<file path="config.mk">
export PLATFORM = sky130hd
export DESIGN_NAME = mod_counter_prog
export DESIGN_NICKNAME = d
export VERILOG_FILES = /design/src/rtl/mod_counter_prog.sv
export SDC_FILE = /design/constraint.sdc
export NUM_CORES = 1
export LEC_CHECK = 0
export CAP_MARGIN = 20
export CORE_UTILIZATION = 46
export DETAILED_ROUTE_END_ITERATION = 8
export PLACE_DENSITY = 0.76
export SLEW_MARGIN = 20
export SYNTH_ARGS = -nofsm -noshare
export SYNTH_HDL_FRONTEND = slang
export SYNTH_SLANG_ARGS = --single-unit
</file>
<file path="constraint.sdc">
create_clock -name clk -period 1.85 [get_ports clk]
set_input_delay 0.2775 -clock clk [delete_from_list [all_inputs] [get_ports clk]]
set_output_delay 0.2775 -clock clk [all_outputs]
set_load 0.01 [all_outputs]
</file>
<file path="src/rtl/mod_counter_prog.sv">
// Up/down modulo counter (0..mod_active inclusive) with synchronous load and a
// double-buffered run-time modulus that only takes effect at a wrap boundary.
module mod_counter_prog #(
  parameter int          BITS        = 8,
  parameter int unsigned DEF_MOD_MAX = 9
) (
  input  logic            clk,
  input  logic            reset,
  input  logic            enable,
  input  logic            up_dn,
  input  logic            load,
  input  logic [BITS-1:0] load_val,
  input  logic            mod_wr,
  input  logic [BITS-1:0] mod_val,
  output logic [BITS-1:0] q,
  output logic            tc,
  output logic            wrap,
  output logic            load_err,
  output logic [BITS-1:0] mod_active,
  output logic            mod_pending
);

  localparam logic [BITS-1:0] DEF_MOD = BITS'(DEF_MOD_MAX);

  logic [BITS-1:0] shadow;
  logic [BITS-1:0] q_next;
  logic [BITS-1:0] mod_next;
  logic [BITS-1:0] load_q;
  logic            load_over;
  logic            at_top;
  logic            at_zero;

  assign at_top    = (q == mod_active);
  assign at_zero   = (q == '0);
  assign tc        = enable & ~load & (up_dn ? at_top : at_zero);
  assign load_over = (load_val > mod_active);
  assign load_q    = load_over ? mod_active : load_val;

  // A write landing on the wrap edge bypasses the shadow entirely.
  assign mod_next  = mod_wr      ? mod_val :
                     mod_pending ? shadow  : mod_active;

  always_comb begin
    q_next = q;
    if (load) begin
      q_next = load_q;
    end else if (enable) begin
      if (up_dn) begin
        q_next = at_top ? '0 : q + BITS'(1);
      end else begin
        q_next = at_zero ? mod_next : q - BITS'(1);
      end
    end
  end

  always_ff @(posedge clk) begin
    if (reset) begin
      q           <= '0;
      wrap        <= 1'b0;
      load_err    <= 1'b0;
      mod_active  <= DEF_MOD;
      mod_pending <= 1'b0;
      shadow      <= DEF_MOD;
    end else begin
      q        <= q_next;
      wrap     <= tc;
      load_err <= load & load_over;
      if (mod_wr) begin
        shadow <= mod_val;
      end
      if (tc) begin
        mod_active  <= mod_next;
        mod_pending <= 1'b0;
      end else if (mod_wr) begin
        mod_pending <= 1'b1;
      end
    end
  end

endmodule

</file>
==> run metrics <==
status=finished, violations left; violated checks=negative setup slack; Sink Count=27; Required @ worst endpoint=2.04 ns; crit path kind=input pin to flop; Worst EP arrival=2.31 ns; ys flop type=dfxtp_1; first-pass GRT wire length=10,440 um; Starting Density=0.4959; final slew viol count=0; H-tree depth=1; area delta synth->final=65.30%; setup_tns=-2.427 ns; Relative slew margins=0.6659; pre-CTS setup slack=-0.3688 ns; Setup-failing EPs final=19; Multi-input gate area=0.001604 sq mm; HPWL after DPL=4557 um; DRT antenna net count=0; clock-pin slew on the worst setup and hold paths=0.11 ns; final worst setup slack=-0.2705 ns; internal power=1.185 mW; vias per inst=6.160; Crit Path Max Fanout=5; cell taking the most area after synthesis=dfxtp_1; Min Clock Period, post-route=2.120 ns; antenna violations before repair=0; Worst Skew=0.003776 ns; port buffer count=41; vias in the first global route=2,120; die height=68.61 um; GRT Util Overall=0.3089; Post-synth ARST share=0; Ys Warns=0; Peak Freq=471.6 MHz; register area=568.0 sq um; share of the synthesized area in the top cell type=0.2649; EDFF count, synth=0; CP endpoint kind=flop; DRT Wirelength=8043 um; total CTS buffers=3; floorplan row count=23; cell count after synthesis=237; P_sw=0.6404 mW; switching share of power=0.3508; ranking of synthesized cells by area=dfxtp_1 (26%), mux2i_1 (10%), ha_1 (6.7%); Max rail drop VDD=0.0004174 V; die area=0.004707 sq mm; largest net degree at the start of global routing=19; Inst Count DP=371; Hold Vio Cnt, Final=0; Chip Width=68.61 um; distinct cell type count after synthesis=58; core area=0.004115 sq mm; sequential power share=0.355; Gate power share=0.444; Seq/Total Area, Yosys=0.2649; Mapped Nets=270; clock root cell=clkbuf_8; crit start category=input pin; Antenna diodes=0; cell area after synthesis=0.002041 sq mm; final period utilization=1.146; leakage power=1.394 nW; Ports=42; worst-margin pin slew=0.4978 ns; layout cells sized above 1=0.4379; clk buf depth=2; vias=2,390; Clock power frac=0.201; RSZ-0062 raised after global routing=yes; Fillers=242; Wirelength per Cell=20.73 um; Yosys reg bits=27; MaxCap Viol Count=0; initial DRC count=208; DRT Pass-1 Iters=5; CTS tree=yes; placer congestion estimate=0.8880; Pwr Density=541.1 mW/mm^2; Final Non-Filler Cells=388; DRC viols=0; GRT overflow=0; worst-skew pair later-pin latency=0.28 ns; nets=372; Hold WC Path Type=input pin to flop; overall power=1.825 mW; syn avg cell area=8.611 sq um
==> power by group through the flow <==
stage               Sequential (mW)  Clock [mW]  Combinational [mW]
floorplan                     0.660           0               0.349
global placement              0.653           0               0.607
detailed placement            0.654           0               0.620
CTS                           0.643       0.343               0.700
global route                  0.651       0.389               0.850
finish                        0.648       0.367               0.811
==> placed cells by master (no fill, tap or decap), drive strengths merged, types with 4 or more instances in the layout <==
master	instances
inv	18
a2111oi	4
xnor2	8
o21ai	13
nor3	4
nand2b	6
nor2	13
a21oi	12
mux2i	21
ha	11
a211oi	7
clkdlybuf4s50	37
nand4	4
buf	75
dfxtp	27
nand2	16
==> routing by layer <==
metal  up-vias  GRT usage  routed length, um
met3        32    0.04605                458
met2       129     0.5539               3876
met5         -          0                  0
li1       1067          -                  -
met1      1162     0.3560               3379
met4         0     0.1458                328
==> layout make-up <==
type	count	area share
Inverter	19	0.02485
Clock inverter	1	0.001484
Sequential cell	27	0.1684
Clock buffer	3	0.01224
Tap cell	50	0.01855
Timing Repair Buffer	115	0.2990
Multi-Input combinational cell	173	0.4755
==> critical path, cell delays in order <==
cell and delay, ns:
clkdlybuf4s50_1 0.50, ha_1 0.33, nand4_1 0.23, a21oi_2 0.23
o22ai_2 0.12, buf_6 0.18, mux2i_1 0.12, a221oi_1 0.31
==> stage by stage <==
stage | area [sq um] | util | hold WS, ns
floorplan | 2085 | - | 0.4165
global placement | 2885 | 0.7011 | 0.4572
CTS | 3212 | 0.7805 | 0.4745
finish | 3373 | 0.8197 | 0.4460
global route | 3373 | 0.8197 | 0.4513
detailed placement | 2885 | 0.7011 | 0.4593
==> cell usage after synthesis (all sizes together) (6+ instances only) <==
| master | n |
|---|---|
| nand2b | 6 |
| buf | 14 |
| nor2 | 13 |
| nand2 | 16 |
| xnor2 | 8 |
| a21oi | 12 |
| mux2i | 21 |
| ha | 11 |
| o21ai | 13 |
| inv | 18 |
| dfxtp | 27 |
| a211oi | 7 |
==> registers in the layout, summed over array words and instances, names as in the netlist <==
register	flops
load_err	1
mod_pending	1
wrap	1
q	8
shadow	8
mod_active	8
==> timing repair <==
action,CTS,global route
setup buffers,14,2
hold buffers,0,0
cloned,1,0
endpoints found under the setup margin,14,19
pin swaps,26,21
gates resized for setup,61,29
==> logic make-up after synthesis <==
logic type | synth area share
and+or+nand+nor | 0.2036
AOI/OAI and AO/OA | 0.2189
buffers and inverters | 0.09196
adders and majority gates | 0.06744
DFF | 0.2649
muxes | 0.1104
xor gates and xnor gates | 0.04292
==> worst paths after layout <==
kind	startpoint	endpoint	slack, ns	cells past startpoint
max reg2reg	mod_active[4]$_SDFFE_PP0P_	q[7]$_SDFFE_PP0P_	-0.27	9
min	load_val[0]	q[0]$_SDFFE_PP0P_	0.45	3
min reg2reg	shadow[1]$_SDFFE_PP0P_	shadow[1]$_SDFFE_PP0P_	0.48	2
max	load_val[4]	q[7]$_SDFFE_PP0P_	-0.27	8
No activity file was read; power rests on OpenSTA's default activity.
